`src/rtl/sram_ctrl_pkg.sv`:
```
// Shared types and constants for the AS6C1008 SRAM controller.
package sram_ctrl_pkg;

  localparam int SRAM_AW = 17;
  localparam int SRAM_DW = 8;

  // Inactive levels of the SRAM control pins.
  localparam logic CE_N_IDLE = 1'b1;
  localparam logic OE_N_IDLE = 1'b1;
  localparam logic WE_N_IDLE = 1'b1;

  typedef enum logic [2:0] {
    ST_IDLE      = 3'd0,
    ST_RD_ACCESS = 3'd1,
    ST_RD_DONE   = 3'd2,
    ST_WR_SETUP  = 3'd3,
    ST_WR_PULSE  = 3'd4,
    ST_WR_HOLD   = 3'd5
  } state_e;

  // Larger of two integers, used to size the shared wait counter.
  function automatic int max_int(input int a, input int b);
    return (a > b) ? a : b;
  endfunction

endpackage

```
`src/rtl/sram_wait_counter.sv`:
```
// Loadable down-counter used to time both the read access and the WE# pulse.
module sram_wait_counter #(
  parameter int W = 2
) (
  input  logic         clk,
  input  logic         reset,
  input  logic         load_i,
  input  logic [W-1:0] load_val_i,
  input  logic         dec_i,
  output logic         zero_o
);

  logic [W-1:0] count_q;
  logic [W-1:0] count_d;

  // Next count: a load wins over a decrement; decrementing stops at zero.
  always_comb begin
    count_d = count_q;
    if (load_i) begin
      count_d = load_val_i;
    end else if (dec_i && (count_q != {W{1'b0}})) begin
      count_d = count_q - {{(W-1){1'b0}}, 1'b1};
    end else begin
      count_d = count_q;
    end
  end

  // Count register with synchronous reset to zero.
  always_ff @(posedge clk) begin
    if (reset) begin
      count_q <= {W{1'b0}};
    end else begin
      count_q <= count_d;
    end
  end

  assign zero_o = (count_q == {W{1'b0}});

endmodule

```
`src/rtl/sram_ctrl.sv`:
```
// Single-byte valid/ready front end for the external 128Kx8 asynchronous SRAM.
// All SRAM pins come straight from flops; next pin levels are decoded from the
// next state so each pin changes on the same edge as the state.
module sram_ctrl
  import sram_ctrl_pkg::*;
#(
  parameter int RD_CYCLES = 2,
  parameter int WP_CYCLES = 1
) (
  input  logic               clk,
  input  logic               reset,
  input  logic               req_valid,
  output logic               req_ready,
  input  logic               req_write,
  input  logic [SRAM_AW-1:0] req_addr,
  input  logic [SRAM_DW-1:0] req_wdata,
  output logic [SRAM_DW-1:0] rdata,
  output logic               rvalid,
  output logic [SRAM_AW-1:0] sram_addr,
  output logic [SRAM_DW-1:0] sram_dq_out,
  output logic               sram_dq_oe,
  input  logic [SRAM_DW-1:0] sram_dq_in,
  output logic               sram_ce_n,
  output logic               sram_ce2,
  output logic               sram_oe_n,
  output logic               sram_we_n
);

  localparam int CW = $clog2(max_int(RD_CYCLES, WP_CYCLES) + 1);
  localparam logic [CW-1:0] RD_LOAD = CW'(RD_CYCLES - 1);
  localparam logic [CW-1:0] WP_LOAD = CW'(WP_CYCLES - 1);

  state_e             state_q, state_d;
  logic               ready_q, ready_d;
  logic               rvalid_q, rvalid_d;
  logic               ce_n_q, ce_n_d;
  logic               oe_n_q, oe_n_d;
  logic               we_n_q, we_n_d;
  logic               dq_oe_q, dq_oe_d;
  logic [SRAM_DW-1:0] rdata_q;
  logic [SRAM_AW-1:0] addr_q;
  logic [SRAM_DW-1:0] dq_q;

  logic               accept;
  logic               capture;
  logic               cnt_load;
  logic [CW-1:0]      cnt_load_val;
  logic               cnt_dec;
  logic               cnt_zero;

  sram_wait_counter #(.W(CW)) u_wait (
    .clk        (clk),
    .reset      (reset),
    .load_i     (cnt_load),
    .load_val_i (cnt_load_val),
    .dec_i      (cnt_dec),
    .zero_o     (cnt_zero)
  );

  // Sequencing: next state, counter control, request acceptance and read capture.
  always_comb begin
    state_d      = state_q;
    accept       = 1'b0;
    capture      = 1'b0;
    cnt_load     = 1'b0;
    cnt_load_val = {CW{1'b0}};
    cnt_dec      = 1'b0;
    case (state_q)
      ST_IDLE: begin
        if (req_valid && ready_q) begin
          accept = 1'b1;
          if (req_write) begin
            state_d = ST_WR_SETUP;
          end else begin
            state_d      = ST_RD_ACCESS;
            cnt_load     = 1'b1;
            cnt_load_val = RD_LOAD;
          end
        end else begin
          state_d = ST_IDLE;
        end
      end
      ST_RD_ACCESS: begin
        if (cnt_zero) begin
          capture = 1'b1;
          state_d = ST_RD_DONE;
        end else begin
          cnt_dec = 1'b1;
        end
      end
      ST_RD_DONE: begin
        state_d = ST_IDLE;
      end
      ST_WR_SETUP: begin
        state_d      = ST_WR_PULSE;
        cnt_load     = 1'b1;
        cnt_load_val = WP_LOAD;
      end
      ST_WR_PULSE: begin
        if (cnt_zero) begin
          state_d = ST_WR_HOLD;
        end else begin
          cnt_dec = 1'b1;
        end
      end
      ST_WR_HOLD: begin
        state_d = ST_IDLE;
      end
      default: begin
        state_d = ST_IDLE;
      end
    endcase
  end

  // Pin and handshake levels for the cycle that follows, decoded from the next state.
  always_comb begin
    ready_d  = 1'b0;
    rvalid_d = 1'b0;
    ce_n_d   = CE_N_IDLE;
    oe_n_d   = OE_N_IDLE;
    we_n_d   = WE_N_IDLE;
    dq_oe_d  = 1'b0;
    case (state_d)
      ST_IDLE: begin
        ready_d = 1'b1;
      end
      ST_RD_ACCESS: begin
        ce_n_d = 1'b0;
        oe_n_d = 1'b0;
      end
      ST_RD_DONE: begin
        rvalid_d = 1'b1;
      end
      ST_WR_SETUP: begin
        ce_n_d  = 1'b0;
        dq_oe_d = 1'b1;
      end
      ST_WR_PULSE: begin
        ce_n_d  = 1'b0;
        we_n_d  = 1'b0;
        dq_oe_d = 1'b1;
      end
      ST_WR_HOLD: begin
        ce_n_d  = 1'b0;
        dq_oe_d = 1'b1;
      end
      default: begin
        ready_d = 1'b0;
      end
    endcase
  end

  // State, output pins, latched request and read data; reset returns all to idle.
  always_ff @(posedge clk) begin
    if (reset) begin
      state_q  <= ST_IDLE;
      ready_q  <= 1'b0;
      rvalid_q <= 1'b0;
      ce_n_q   <= CE_N_IDLE;
      oe_n_q   <= OE_N_IDLE;
      we_n_q   <= WE_N_IDLE;
      dq_oe_q  <= 1'b0;
      rdata_q  <= {SRAM_DW{1'b0}};
      addr_q   <= {SRAM_AW{1'b0}};
      dq_q     <= {SRAM_DW{1'b0}};
    end else begin
      state_q  <= state_d;
      ready_q  <= ready_d;
      rvalid_q <= rvalid_d;
      ce_n_q   <= ce_n_d;
      oe_n_q   <= oe_n_d;
      we_n_q   <= we_n_d;
      dq_oe_q  <= dq_oe_d;
      if (accept) begin
        addr_q <= req_addr;
        dq_q   <= req_wdata;
      end
      if (capture) begin
        rdata_q <= sram_dq_in;
      end
    end
  end

  assign req_ready   = ready_q;
  assign rvalid      = rvalid_q;
  assign rdata       = rdata_q;
  assign sram_addr   = addr_q;
  assign sram_dq_out = dq_q;
  assign sram_dq_oe  = dq_oe_q;
  assign sram_ce_n   = ce_n_q;
  assign sram_ce2    = 1'b1;
  assign sram_oe_n   = oe_n_q;
  assign sram_we_n   = we_n_q;

endmodule

```
`config.mk`:
```
export PLATFORM = sky130hd
export DESIGN_NAME = sram_ctrl
export DESIGN_NICKNAME = d
export VERILOG_FILES = /design/src/rtl/sram_ctrl_pkg.sv /design/src/rtl/sram_wait_counter.sv /design/src/rtl/sram_ctrl.sv
export SDC_FILE = /design/constraint.sdc
export NUM_CORES = 1
export LEC_CHECK = 0
export CAP_MARGIN = 10
export CORE_MARGIN = 2
export CORE_UTILIZATION = 30
export CTS_CLUSTER_DIAMETER = 150
export DETAILED_ROUTE_END_ITERATION = 10
export RECOVER_POWER = 25
export REMOVE_ABC_BUFFERS = 1
export SYNTH_ARGS = -nofsm -noshare
export SYNTH_HDL_FRONTEND = slang
export SYNTH_SLANG_ARGS = --single-unit
export TNS_END_PERCENT = 100
```
`constraint.sdc`:
```
create_clock -name clk -period 2.1 [get_ports clk]
set_input_delay 0.21 -clock clk [delete_from_list [all_inputs] [get_ports clk]]
set_output_delay 0.21 -clock clk [all_outputs]
set_load 0.01 [all_outputs]
```
---- After elaboration in Yosys (flattened, before gate mapping) ----
Cells that the tools add are included.
cells by class
  $add $sub $neg .......................... 1
  equal/unequal tests ..................... 8
  muxes and demuxes ....................... 25
  reductions and logical operators ........ 10
operators by type and width
  kind                   number
  $mux W1                17
  $pmux W3 S4            1
  $eq A3 B2 Y1 const B   3
  $eq A3 B3 Y1 const B   3
  $mux W3                3
  $eq A3 B1 Y1 const B   2
  $logic_not A3 Y1       2
  $mux W2                3
  $reduce_bool A2 Y1     2
  $reduce_or A4 Y1       1
  $reduce_or A3 Y1       1
  $logic_and A1 B1 Y1    2
  $logic_not A2 Y1       1
  $pmux W1 S2            1
  $reduce_or A2 Y1       1
  $sub A2 B1 Y2 const B  1
word-level totals
  flip-flop bits (word level) ............. 44
  output and inout port bits .............. 40

---- Longest topological paths before layout ----
  depth in word-level cells ............... 6
  mapped depth ............................ 6
  mapped depth without buffers ............ 5

---- Modules after synthesis ----
Synthesis repeated with hierarchy kept, for this count alone.
unflattened totals
  cells, all modules ...................... 193
  area total of the unflattened synthesis .. 1786.7 µm²
by module, submodules not included
  module             times used  cells each  area each (µm²)  seq. area each (µm²)
  sram_ctrl          1           179         1660.3           840.8
  sram_wait_counter  1           14          126.4            40.0

---- Least setup slack after synthesis ----
Ideal clock, no wire load.
  path kind ............................... register to register
  start point ............................. reg u_wait.count_q[0]
  end point ............................... reg ready_q, in the netlist req_ready
  library setup time ...................... 87 ps
  arrival time ............................ 1377 ps
  path slack .............................. 635 ps
  stages on the path, launching flop included .. 7
  path buffers ............................ 1
  clock period less this slack ............ 1465 ps
  cells stage by stage .................... dfxtp_1 -> inv_1 -> ha_1 -> and4bb_2 -> buf_6 -> a31oi_2 -> nor4b_2
on the way
  word-level cells in the longest chain between the ends .. 5
  elaborated cells on any way between the ends .. 6
  classes of those cells .................. mux: 4; reduce/logical: 2
RTL lines
  item                        RTL line                           source
  from (decl)                 sram_wait_counter.sv:13            logic [W-1:0] count_q;
  from (signal assigned)      sram_wait_counter.sv:31            count_q <= {W{1'b0}};
  from (signal assigned)      sram_wait_counter.sv:33            count_q <= count_d;
  $logic_not A2 Y1 (*)        sram_wait_counter.sv:37            assign zero_o = (count_q == {W{1'b0}});
  $mux W3 (on tied branches)  sram_ctrl.sv:100, sram_ctrl.sv:84
  $pmux W3 S4 (*)             sram_ctrl.sv:68                    case (state_q)
  $logic_not A3 Y1 (*)        sram_ctrl.sv:123                   case (state_d)
  $mux W1 (*)                 sram_ctrl.sv:123
  to (signal assigned)        sram_ctrl.sv:168                   ready_q <= ready_d;
  to (decl)                   sram_ctrl.sv:34                    logic ready_q, ready_d;
Every way passes the cells marked *; elsewhere a longest branch is shown, timed or not.
A chain may end at the register's enable or synchronous reset.

---- Worst setup path after layout ----
  start point ............................. reg u_wait.count_q[0]
  end point ............................... reg oe_n_q, in the netlist sram_oe_n
on the way
  word-level cells in the longest chain between the ends .. 5
  elaborated cells on any way between the ends .. 6
  classes of those cells .................. eq/ne: 1; mux: 4; reduce/logical: 1
RTL lines
  item                        RTL line                           source
  $logic_not A2 Y1 (*)        sram_wait_counter.sv:37
  $mux W3 (on tied branches)  sram_ctrl.sv:100, sram_ctrl.sv:84
  $pmux W3 S4 (*)             sram_ctrl.sv:68
  $eq A3 B1 Y1 (*)            sram_ctrl.sv:123
  $mux W1 (*)                 sram_ctrl.sv:123
  to (signal assigned)        sram_ctrl.sv:171                   oe_n_q <= oe_n_d;
  to (decl)                   sram_ctrl.sv:37                    logic oe_n_q, oe_n_d;
Marked as above.

==> results.py <==
metrics = {
    "floorplanning": {
        "dieArea_sq_um": 6470,
        "io_pins": 77,
        "initial_core_util_pct": 31.4,
        "core_area_sq_um": 5570,
        "die_width_um": 80.4,
        "die_y_um": 80.4,
        "rows": 27,
    },
    "setup_path": {
        "startpoint_type": "flop",
        "arrival_ns": 1.85,
        "critPathRequiredTime_ns": 2.25,
        "critPathTopFamily": "compound AO/OA/AOI/OAI gates",
        "cpPeakStageDelay_ns": 0.68,
        "endpoint_kind": "flop",
        "path_max_fanout": 6,
        "crit_slowest_cell": "a2111oi_2",
        "crit_type": "flop to flop",
        "crit_chain": "inv_1 -> ha_1 -> a2111oi_2 -> nand4b_1",
        "path_buf_inv": 1,
    },
    "finish": {
        "fillCellCount": 550,
        "antennaDiodeCount": 0,
        "drive_gt1_share_pct": 6.82,
        "syn2layout_area_growth_pct": 52.9,
        "fin_nets": 301,
        "final_util_pct": 48.0,
    },
    "global_route": {
        "grt_use_total_pct": 14.3,
        "grt_pass1_wl_um": 7260,
        "gr-total-overflow": 0,
        "grt_max_degree": 45,
        "antenna_found_initial": 0,
        "grt_pass1_vias": 1522,
    },
    "clock_network": {
        "post_cts_buffers": 0,
        "clk_latency_ns": 0.29,
        "htree_levels": 2,
        "clock-sinks": 44,
        "cts_tree": "yes",
        "clk_pin_slew_ns": 0.08,
        "cts_resized": 0,
        "hold_buffers": 0,
        "max-clock-path-buffers": 2,
        "root_buffer": "clkbuf_8",
        "cts_buffers": 5,
    },
    "yosys": {
        "synthTopCellsByCount": "dfxtp_1 (44), a21oi_1 (28), nand3_1 (28)",
        "synth-seq-cells": 44,
        "synthTopCellsByArea": "dfxtp_1 (50%), a21oi_1 (8.0%), nand3_1 (8.0%)",
        "synth_area_sq_um": 1750,
        "synthCells": 192,
        "synth_top_area_share_pct": 50.3,
        "synth_warnings": 0,
        "synth_ff_type": "dfxtp_1",
        "async_reset_ff_share_pct": 0,
        "syn_avg_cell_area_sq_um": 9.12,
        "synth_edf_count": 0,
        "synth.distinct_cells": 37,
        "yosysSeqAreaShare_pct": 50.3,
        "synth_most_common_cell": "dfxtp_1",
        "yosys.area.top_type": "dfxtp_1",
    },
    "power": {
        "p_leak_uw": 0.000960,
        "p_per_area_nw_per_um2": 892,
        "ir_drop_mv": 0.376,
    },
    "timing": {
        "rsz0062_at_grt": "no",
        "setup_violations": 0,
        "hold_slack_ns": 0.466,
        "clock.fmax_mhz": 589,
        "fin_ws_ns": 0.401,
        "skew_ns": 0.00972,
        "fin_tns_setup_ns": 0,
        "fin_crit_sh_pct": 80.9,
        "layout_min_cycle_time_ns": 1.70,
        "final_hold_viol_count": 0,
        "slew-limit-headroom_pct": 56.5,
        "worstMarginPinSlew_ns": 0.651,
        "final-max-slew-violation-count": 0,
    },
    "detailed_routing": {
        "drtIter0Drc": 97,
        "wire_per_inst_um": 13.6,
        "wl_met2_um": 2160,
        "drc": 0,
        "top_layer": "met4",
        "routed-wl-met3_um": 277,
        "routed_via_density": 4.84,
        "routed_wl_um": 4560,
        "dr.pass1.iters": 6,
        "wl_met1_um": 2090,
        "vias": 1625,
        "drtAntennaViolNets": 0,
    },
    "place": {
        "placement.io_buffers": 75,
        "post-place-ws_ns": 0.376,
        "place.detailed.hpwl_um": 3080,
        "gp_congestion": 0.697,
    },
    "min_path": {
        "worstHoldPathType": "input port to flop",
    },
    "outcome": {
        "outcome": "completed",
    },
    "run": {
        "cap_violations": 0,
    },
}
==> sequential cells by signal, summed over array words and instances, names as in the netlist <==
register        flops
sram_addr          17
rdata               8
sram_dq_out         8
state_q             3
u_wait.count_q      2
req_ready           1
rvalid              1
sram_ce_n           1
sram_dq_oe          1
sram_oe_n           1
sram_we_n           1
==> cells in the final DEF (no fill, tap or decap), drive strengths merged <==
cell / count
or3b: 1
dlygate4sd3: 15
nor4: 1
nand4bb: 1
dfxtp: 44
nand3b: 1
or3: 2
bufinv: 1
mux2i: 8
a21oi: 28
nand3: 28
and2: 1
ha: 1
nor3: 2
buf: 6
o21bai: 1
nor2b: 3
nand2: 1
inv: 2
nand4b: 1
and4b: 1
nor2: 10
xor2: 1
nor4b: 1
a31oi: 2
and3b: 1
o21ai: 25
clkbuf: 8
clkinv: 1
a211oi: 1
conb: 1
a2111oi: 1
clkdlybuf4s50: 60
or2b: 1
and4bb: 2
==> layer usage <==
metal | vias to the layer above | global-route usage [%]
met5 | - | 0
met4 | 0 | 4.58
met3 | 4 | 5.17
met2 | 43 | 22.3
met1 | 755 | 18.5
li1 | 823 | -
==> power by group <==
part	internal, uW	leakage, uW	switching (uW)
clock	420	0.0000645	275
sequential	946	0.000358	69.9
combinational	360	0.000537	317
total	1730	0.000960	662
==> worst paths after layout <==
path | start | end | slack [ns] | cells past startpoint
max | u_wait.count_q[0] | sram_oe_n | 0.40 | 4
min reg2reg | sram_addr[10] | sram_addr[10] | 0.48 | 2
max reg2reg | u_wait.count_q[0] | sram_oe_n | 0.40 | 4
min | req_addr[8] | sram_addr[8] | 0.47 | 3
==> area by class of cell <==
| type | instances | area (sq um) | share of cell area, % |
|---|---|---|---|
| Timing Repair Buffer | 82 | 812 | 30.3 |
| Clock buffer | 7 | 96.3 | 3.60 |
| Tap cell | 72 | 90.1 | 3.36 |
| Multi-Input combinational cell | 127 | 757 | 28.3 |
| Sequential cell | 44 | 881 | 32.9 |
| Clock inverter | 1 | 30.0 | 1.12 |
| Inverter | 3 | 11.3 | 0.421 |
==> through the flow <==
step           area (sq um)  instances  total power [uW]
6_report               2680        336              2390
5_1_grt                2680        336              2530
4_1_cts                2690        336              2440
3_5_place_dp           2560        328              1740
3_3_place_gp           2560        328              1730
2_1_floorplan          1650        174              1370
==> kinds of logic (layout without fill, tap and decap cells) <==
family          Yosys count  count (layout)  synth area share [%]
compound gates           58              58                  17.9
simple gates             58              58                  19.6
flops                    44              44                  50.3
buf+inv                  21              93                  6.21
mux                       8               8                  4.57
fa+ha+maj                 1               1                 0.714
other cells               1               1                 0.214
xor+xnor                  1               1                 0.500
==> worst register-to-register path, cell delays in order, from the launching register on <==
cell	delay (ns)
dfxtp_1	0.38
inv_1	0.06
ha_1	0.27
a2111oi_2	0.68
nand4b_1	0.16
(Power assumes the default switching activity.)
